`src/rtl/coda_pkg.sv`:
```
// Shared width helper and default geometry for the register FIFO.
package coda_pkg;

    // Width needed to index or count x values, never less than one bit.
    function automatic int clog2_min1(input int x);
        return (x <= 2) ? 1 : $clog2(x);
    endfunction

    localparam int DEF_N     = 8;
    localparam int DEF_DEPTH = 4;
    localparam int DEF_PW    = clog2_min1(DEF_DEPTH);
    localparam int DEF_CW    = clog2_min1(DEF_DEPTH + 1);

endpackage

```
`src/rtl/coda_cella.sv`:
```
// One N-bit storage cell with load enable; cleared asynchronously.
// Latency 1 from enable to q; no handshake of its own.
module coda_cella #(
    parameter int N = 8
) (
    input  logic         clock,
    input  logic         reset,
    input  logic         enable,
    input  logic [N-1:0] d,
    output logic [N-1:0] q
);

    always_ff @(posedge clock or negedge reset) begin
        if (!reset) begin
            q <= '0;
        end else if (enable) begin
            q <= d;
        end
    end

endmodule

```
`src/rtl/coda_registri.sv`:
```
// Register FIFO of DEPTH entries with valid/ready on both sides and synchronous flush.
// Write-to-read latency 1, no bypass; ready/valid decoded from registered count only.
module coda_registri
    import coda_pkg::*;
#(
    parameter  int N     = DEF_N,
    parameter  int DEPTH = DEF_DEPTH,
    localparam int PW    = clog2_min1(DEPTH),
    localparam int CW    = clog2_min1(DEPTH + 1)
) (
    input  logic          clock,
    input  logic          reset,
    input  logic          flush,
    input  logic          in_valid,
    input  logic [N-1:0]  in_data,
    output logic          in_ready,
    output logic          out_valid,
    output logic [N-1:0]  out_data,
    input  logic          out_ready,
    output logic [CW-1:0] count
);

    logic [PW-1:0] wr_ptr_q, wr_ptr_d;
    logic [PW-1:0] rd_ptr_q, rd_ptr_d;
    logic [CW-1:0] count_q, count_d;
    logic [N-1:0]  ent_q [DEPTH];
    logic          push, pop, wr_en;

    // Explicit compare so non-power-of-two depths wrap correctly.
    function automatic logic [PW-1:0] ptr_inc(input logic [PW-1:0] p);
        return (p == PW'(DEPTH - 1)) ? '0 : p + PW'(1);
    endfunction

    assign in_ready  = (count_q != CW'(DEPTH));
    assign out_valid = (count_q != '0);
    assign count     = count_q;
    assign push      = in_valid & in_ready;
    assign pop       = out_valid & out_ready;
    assign wr_en     = push & ~flush;

    always_comb begin
        wr_ptr_d = wr_ptr_q;
        rd_ptr_d = rd_ptr_q;
        count_d  = count_q;
        if (flush) begin
            wr_ptr_d = '0;
            rd_ptr_d = '0;
            count_d  = '0;
        end else begin
            if (push) wr_ptr_d = ptr_inc(wr_ptr_q);
            if (pop)  rd_ptr_d = ptr_inc(rd_ptr_q);
            if (push && !pop) begin
                count_d = count_q + CW'(1);
            end else if (pop && !push) begin
                count_d = count_q - CW'(1);
            end
        end
    end

    always_ff @(posedge clock or negedge reset) begin
        if (!reset) begin
            wr_ptr_q <= '0;
            rd_ptr_q <= '0;
            count_q  <= '0;
        end else begin
            wr_ptr_q <= wr_ptr_d;
            rd_ptr_q <= rd_ptr_d;
            count_q  <= count_d;
        end
    end

    for (genvar i = 0; i < DEPTH; i++) begin : g_cell
        coda_cella #(.N(N)) u_cella (
            .clock  (clock),
            .reset  (reset),
            .enable (wr_en && (wr_ptr_q == PW'(i))),
            .d      (in_data),
            .q      (ent_q[i])
        );
    end

    always_comb begin
        out_data = '0;
        for (int i = 0; i < DEPTH; i++) begin
            if (rd_ptr_q == PW'(i)) out_data = ent_q[i];
        end
    end

endmodule
```
`config.mk`:
```
export PLATFORM = sky130hd
export DESIGN_NAME = coda_registri
export DESIGN_NICKNAME = d
export VERILOG_FILES = /design/src/rtl/coda_pkg.sv /design/src/rtl/coda_cella.sv /design/src/rtl/coda_registri.sv
export SDC_FILE = /design/constraint.sdc
export NUM_CORES = 1
export LEC_CHECK = 0
export CAP_MARGIN = 15
export CORE_ASPECT_RATIO = 0.5
export CORE_MARGIN = 8
export CORE_UTILIZATION = 57
export CTS_BUF_LIST = sky130_fd_sc_hd__clkbuf_8
export CTS_CLUSTER_SIZE = 8
export DETAILED_ROUTE_END_ITERATION = 12
export PLACE_DENSITY_LB_ADDON = 0.12
export SETUP_SLACK_MARGIN = 0.1
export SYNTH_ARGS = -nofsm -noshare
export SYNTH_HDL_FRONTEND = slang
export SYNTH_SLANG_ARGS = --single-unit
```
`constraint.sdc`:
```
create_clock -name clock -period 4.5 [get_ports clock]
set_clock_uncertainty 0.2 [all_clocks]
set_input_delay 1.35 -clock clock [delete_from_list [all_inputs] [get_ports clock]]
set_output_delay 1.35 -clock clock [all_outputs]
set_load 0.1 [all_outputs]
```
======== Word level (Yosys, flattened, before mapping) ========
Cells that the tools add are included.
storage, ports and cells
  register bits after elaboration ......... 39
  input bits .............................. 13
  output and inout port bits .............. 13
  word-level logic and storage cells ...... 49
operators by class
  add/subtract/negate cells ............... 4
  equality and inequality tests ........... 7
  mux-type cells .......................... 13
  bitwise logic cells ..................... 4
  reductions and logical operators ........ 14
operators by type and width
  cell                                                 number
  two-way mux 8 bit                                    4
  two-way mux 2 bit                                    6
  two-way mux 3 bit                                    3
  equality test 2 bit, second input constant           4
  logical AND 1 bit                                    6
  nonzero test 3 bit                                   2
  adder 2 x 1 -> 2 bit, second input constant          2
  equality test 2 x 1 -> 1 bit, second input constant  2
  zero test 2 bit                                      2
  nonzero test 2 bit                                   2
  adder 3 x 1 -> 3 bit, second input constant          1
  bitwise AND 1 bit                                    3
  != test 3 bit, second input constant                 1
  subtractor 3 x 1 -> 3 bit, second input constant     1
  zero test 1 bit                                      2
  NOT 1 bit                                            1

======== Longest topological paths before layout ========
Gate-level depths: netlist of the first run.
  depth in word-level cells ............... 7
  depth in mapped cells ................... 8

======== Cells and area by module ========
From an unflattened synthesis of the first run, not the netlist that was laid out.
second synthesis, totals
  cells, all modules ...................... 179
  area total of the unflattened synthesis .. 2183.3 um^2
modules (own cells, without submodules)
  module         times used  cells each  area an instance (um^2)  sequential area each (um^2)
  coda_cella     4           17          331.6                    200.2
  coda_registri  1           111         857.1                    175.2

======== Worst setup path after synthesis of the first run ========
No wires, ideal clock.
  kind .................................... register -> output
  from .................................... register rd_ptr_q[0]
  to ...................................... output port out_data[4]
  arrival time ............................ 3329 ps
  data required time ...................... 2950 ps
  setup slack ............................. -379 ps
  cell stages (with the launch flop) ...... 6
  path buffers ............................ 1
  cells stage by stage .................... dfrtp_1 > inv_1 > ha_1 > clkbuf_1 > a221oi_1 > o31ai_1
on the way
  longest elaborated chain between the ends .. 5
RTL lines
  item                            line                 RTL
  start: declaration              coda_registri.sv:24  logic [PW-1:0] rd_ptr_q, rd_ptr_d;
  start signal: assignment        coda_registri.sv:67  rd_ptr_q <= rd_ptr_d;
  zero test 2 bit                 coda_registri.sv:85  if (rd_ptr_q == PW'(i)) out_data = ent_q[i];
  two-way mux 8 bit (3 in a row)  coda_registri.sv:85
  two-way mux 8 bit *             coda_registri.sv:85
  end: declaration                coda_registri.sv:18  output logic [N-1:0] out_data,
Every way passes the cells marked *; elsewhere a longest branch is shown, timed or not.

======== Final worst setup path of the first run ========
  from .................................... register rd_ptr_q[1]
  to ...................................... output port out_data[3]
Same word-level chain as after synthesis.

==> results of run 1 <==
[metrics by stage]
step | worst slack [ps] | hold slack, ps | cell area (µm²)
2_1_floorplan | 479 | 281 | 2270
3_3_place_gp | 856 | 293 | 2480
3_5_place_dp | 751 | 294 | 2480
4_1_cts | 685 | 314 | 2570
5_1_grt | 539 | 326 | 2570
6_report | 677 | 310 | 2570
[flip-flops by register name, summed over array words and instances (netlist names)]
signal	cells
g_cell.u_cella.q	32
rd_ptr_q	2
count	3
wr_ptr_q	2
[metal layers]
layer	global-route usage	up-vias	routed length [µm]	share of wire
met5	0	-	0	0
met4	0.0803	0	85	0.019
met3	0.0456	9	153	0.034
met2	0.233	22	1980	0.44
met1	0.203	698	2270	0.51
li1	-	674	-	-
[placed cells by master, fill, tap and decap left out, types with 3 or more instances in the layout]
cell and count:
clkbuf_8 5, ha_1 8, nor2b_1 6, nor2_1 6, nand2_1 9, dfrtp_1 39, o21ai_0 6, clkdlybuf4s50_1 13
mux2i_1 3, mux2_4 33, o31ai_2 6, a221oi_1 5, buf_4 11, a22o_1 3, a21oi_1 9, inv_1 12
nand3_4 4
[kinds of logic (layout without fill, tap and decap cells)]
kind of cell | Yosys count | count (layout) | share of synthesized area
compound gates | 36 | 36 | 0.115
fa+ha+maj | 9 | 9 | 0.0535
mux | 36 | 36 | 0.234
buf+inv | 23 | 45 | 0.0540
simple gates | 35 | 35 | 0.109
flops | 39 | 39 | 0.435
[worst paths after layout]
path                                                    start                            endpoint  slack [ps]
hold / removal             g_cell[2].u_cella.q[1]$_DFFE_PN0P_  g_cell[2].u_cella.q[1]$_DFFE_PN0P_         310
setup / recovery                      rd_ptr_q[1]$_DFFE_PN0P_                         out_data[3]         680
setup reg to reg                         count[2]$_DFFE_PN0P_                count[2]$_DFFE_PN0P_        1920
hold reg to reg            g_cell[2].u_cella.q[1]$_DFFE_PN0P_  g_cell[2].u_cella.q[1]$_DFFE_PN0P_         310
max in group asynchronous                               reset  g_cell[3].u_cella.q[1]$_DFFE_PN0P_        2580
min in group asynchronous                               reset  g_cell[2].u_cella.q[5]$_DFFE_PN0P_         970
[critical path, delay by kind of cell (launching register included)]
family	cells	cell delay [ps]
AOI/OAI and AO/OA	2	430
adders and majority gates	1	340
buffers and inverters	2	410
DFF	1	390
and+or+nand+nor	1	400
[cell type report]
class,instances,area [µm²],share of cell area
Sequential cell,39,976,0.380
Inverter,12,47.5,0.0185
Clock inverter,3,16.3,0.00634
Timing Repair Buffer,25,218,0.0848
Multi-Input combinational cell,116,1170,0.457
Clock buffer,5,68.8,0.0268
Tap cell,54,67.6,0.0263
==> flow_summary.toml, run 1 <==
[route]
num_vias = 1403
wirelength_mm = 4.48
drtIter0Drc = 32
post-route-drc-count = 0
vias_per_cell = 5.52
dr.pass1.iters = 4
routedWlPerCell_um = 17.6
ant_nets = 0

[timing]
fin_crit_sh = 0.849
finalSetupTns_ps = 0
finalCriticalPeriod_ps = 3820
setup-violations-final = 0
rsz0062_at_grt = "false"
finalHoldViolations = 0
timing.fmax_mhz = 262
slew_violations = 0
tightest_slew_ps = 975
maxSlewHeadroom = 0.348

[global_route]
antenna_found_initial = 0
grt_max_degree = 40
grt_pass1_vias = 1485
track_usage = 0.155
grt_pass1_wl_mm = 7.70
grt-ovfl-total = 0

[layout]
final_nets = 221
layout-drive-gt1-share = 0.325
fin_cells = 254
final_core_util = 0.668
antenna_cells = 0
area_delta_synth_final_pct = 14.3
fillers = 298

[clock_network]
clock-sinks = 39
cts_tree = "yes"
post_cts_buffers = 0
postCtsHoldBufs = 0
htree_levels = 2
cts.path.max_buffers = 2
cts-root-buf = "clkbuf_8"
cts_resized = 0
cts.clk_slew.worst_paths_ps = 80
clk_latency_ps = 300
cts_buffers = 5

[floorplan]
rows = 16
die-height_um = 60.4
initial_core_util = 0.584
num_io_pins = 26
core-area_mm2 = 0.00384
dieArea_mm2 = 0.00633
die_w_um = 105

[synth]
synth_ff_type = "dfrtp_1"
synth_top_area_frac = 0.435
yosysWarnings = 0
yosysMostFrequentCell = "dfrtp_1"
yosysSeqAreaShare = 0.435
synthTopCellsByArea = "dfrtp_1 (43%), mux2_4 (22%), ha_1 (4.5%)"
synth_top_area_cell = "dfrtp_1"
netlist_area_mm2 = 0.00225
syn_inst = 178
synth-edff-count = 0
synth_seq_cells = 39
synthDistinctLibCells = 34
syn-mean-instance-area_um2 = 12.6
yosys-top-cells-count = "dfrtp_1 (39), mux2_4 (33), inv_1 (11), a21oi_1 (9), nand2_1 (9)"
synthArstFlopShare = 1.00
synth_nets = 200

[worst_setup_path]
crit_path_end_kind = "output pin"
rr_worst_depth = 7
max_stage_delay_ps = 400
arrival_ps = 2270
crit_slowest_cell = "nor2b_1"
critPathKind = "reg2out"
worstPathRequired_ps = 2950
startpoint_type = "flip-flop"
worst-path-max-fanout = 12
path_cells = "inv_1 > ha_1 > nor2b_1 > a221oi_1 > o31ai_2 > buf_4"

[hold_path]
hold_class = "reg2reg"
hold_depth = 1

[placed_design]
place_hpwl_mm = 3.00
gp_congestion = 0.725
numPortBuffers = 25
dp_cells = 246

[status]
status = "complete, no violations"

[flow_run]
cap_violations = 0
Power of run 1 is left out: the tool's default activity adds up to more than one toggle a clock period on the data nets, which glitch-free logic cannot reach.
==> run 2, diff against run 1 <==
- CORE_UTILIZATION: 57 -> 52
- clock period: 4.5 -> 3.1 ns (I/O delays scaled with it)
==> run 2 against run 1 <==
Compared with the run above:
- sequential share of layout area is 4.6 points lower
- critical endpoint is now out_data[5]
- worst setup slack worse by 520 ps
- flip-flop and latch count stayed put
- routed wire length is 10% higher
- via count is 4.3% higher
- register-to-register slack worse by 1400 ps
- critical path depth stayed put
- worst hold slack better by 6.5 ps
- global-route usage is 0.49 points lower
- utilization is 1.9 points higher
- non-clock buffer count is 13 higher
- cell count is 6.3% higher
==> flow_summary.toml, run 2 (synthesis results as in run 1) <==
[timing]
fin_crit_sh = 0.948
timing.fmax_mhz = 340
setup-violations-final = 0
maxSlewHeadroom = 0.427
slew_violations = 0
tightest_slew_ps = 860
rsz0062_at_grt = "true"
finalCriticalPeriod_ps = 2940
finalHoldViolations = 0
finalSetupTns_ps = 0

[clock_network]
cts-root-buf = "clkbuf_8"
clk_latency_ps = 280
cts.clk_slew.worst_paths_ps = 70
htree_levels = 2
clock-sinks = 39
cts.path.max_buffers = 2
cts_tree = "yes"
cts_buffers = 5

[layout]
final_cell_mix = "dfrtp_1 (35), mux2_4 (33), buf_4 (16)"
final_common_cell = "dfrtp_1"
area_delta_synth_final_pct = 30.9
final_nets = 234
fin_cells = 270
final_core_util = 0.687
fillers = 283
largest_reg_flops = 32
antenna_cells = 0
top_register = "g_cell.u_cella.q"
layout-drive-gt1-share = 0.451

[floorplan]
rows = 17
core-area_mm2 = 0.00428
die-height_um = 62.5
initial_core_util = 0.525
die_w_um = 109
dieArea_mm2 = 0.00681
num_io_pins = 26

[flow_run]
cap_violations = 0

[worst_setup_path]
rr_worst_depth = 7
path_cells = "inv_4 > ha_4 > nor2b_4 > a221oi_2 > o31ai_4 > buf_12"
max_stage_delay_ps = 470
arrival_ps = 1810
worstPathRequired_ps = 1970
crit_path_end_kind = "output pin"
startpoint_type = "flip-flop"
crit_slowest_cell = "dfrtp_2"
worst-path-max-fanout = 5
critPathKind = "reg2out"

[global_route]
grt_pass1_vias = 1537
track_usage = 0.151
grt_pass1_wl_mm = 8.02
antenna_found_initial = 0
grt_max_degree = 40
grt-ovfl-total = 0

[route]
num_vias = 1463
dr.pass1.iters = 4
routedWlPerCell_um = 18.3
ant_nets = 0
post-route-drc-count = 0
drtIter0Drc = 48
vias_per_cell = 5.42
wirelength_mm = 4.95

[hold_path]
hold_depth = 1
hold_class = "reg2reg"

[placed_design]
place_hpwl_mm = 3.41
numPortBuffers = 25
gp_congestion = 0.754
dp_cells = 257

[status]
status = "complete, no violations"
-- run 2: changes by cell type in the layout (fill, tap and decap cells not counted), sizes merged --
cell,previous run,this run
clkbuf,5,7
clkinvlp,1,0
buf,12,27
clkdlybuf4s50,13,11
clkinv,1,0
-- run 2: metal layers --
layer,track usage,up-vias,wire (µm)
met4,0.0491,0,27
met5,0,-,0
li1,-,700,-
met2,0.205,23,2120
met3,0.0401,2,185
met1,0.221,738,2610
-- run 2: what timing repair did --
item	in CTS	in global routing
setup buffers	1	4
hold buffers	0	0
gates resized for setup	10	8
endpoints found under the setup margin	8	8
pin swaps	2	6
gates cloned	0	0
-- run 2: worst max-delay path: cells and delay by family (launching register included) --
| kind | cells | cell delay [ps] |
|---|---|---|
| adders and majority gates | 1 | 130 |
| and+or+nand+nor | 1 | 280 |
| DFF | 1 | 470 |
| AOI/OAI and AO/OA | 2 | 350 |
| buffers and inverters | 2 | 290 |
-- run 2: worst paths after layout --
kind                                                         start                                  to  slack [ps]
worst max-delay path                       rd_ptr_q[0]$_DFFE_PN0P_                         out_data[5]         160
worst min-delay path            g_cell[0].u_cella.q[1]$_DFFE_PN0P_  g_cell[0].u_cella.q[1]$_DFFE_PN0P_         320
worst max register to register                count[1]$_DFFE_PN0P_                count[2]$_DFFE_PN0P_         550
worst min register to register  g_cell[0].u_cella.q[1]$_DFFE_PN0P_  g_cell[0].u_cella.q[1]$_DFFE_PN0P_         320
max in group asynchronous                                    reset                count[0]$_DFFE_PN0P_        1550
min in group asynchronous                                    reset  g_cell[3].u_cella.q[6]$_DFFE_PN0P_         550
-- run 2: area by class of cell --
type | instances | area [µm²] | area share
multi-input combinational | 116 | 1310 | 0.444
sequential | 39 | 981 | 0.334
timing repair buffer | 38 | 430 | 0.146
clock buffer | 7 | 96.3 | 0.0328
tap | 57 | 71.3 | 0.0243
inverter | 12 | 50.0 | 0.0170
clock inverter | 1 | 3.75 | 0.00128
-- run 2: stage by stage --
stage	hold slack (ps)	area [µm²]	setup slack, ps
final	317	2940	160
after global routing	334	2940	86.2
after CTS	317	2870	114
after detailed placement	295	2710	13.9
after global placement	293	2710	112
after floorplan	281	2340	102
Power of run 2 is left out for the same reason.
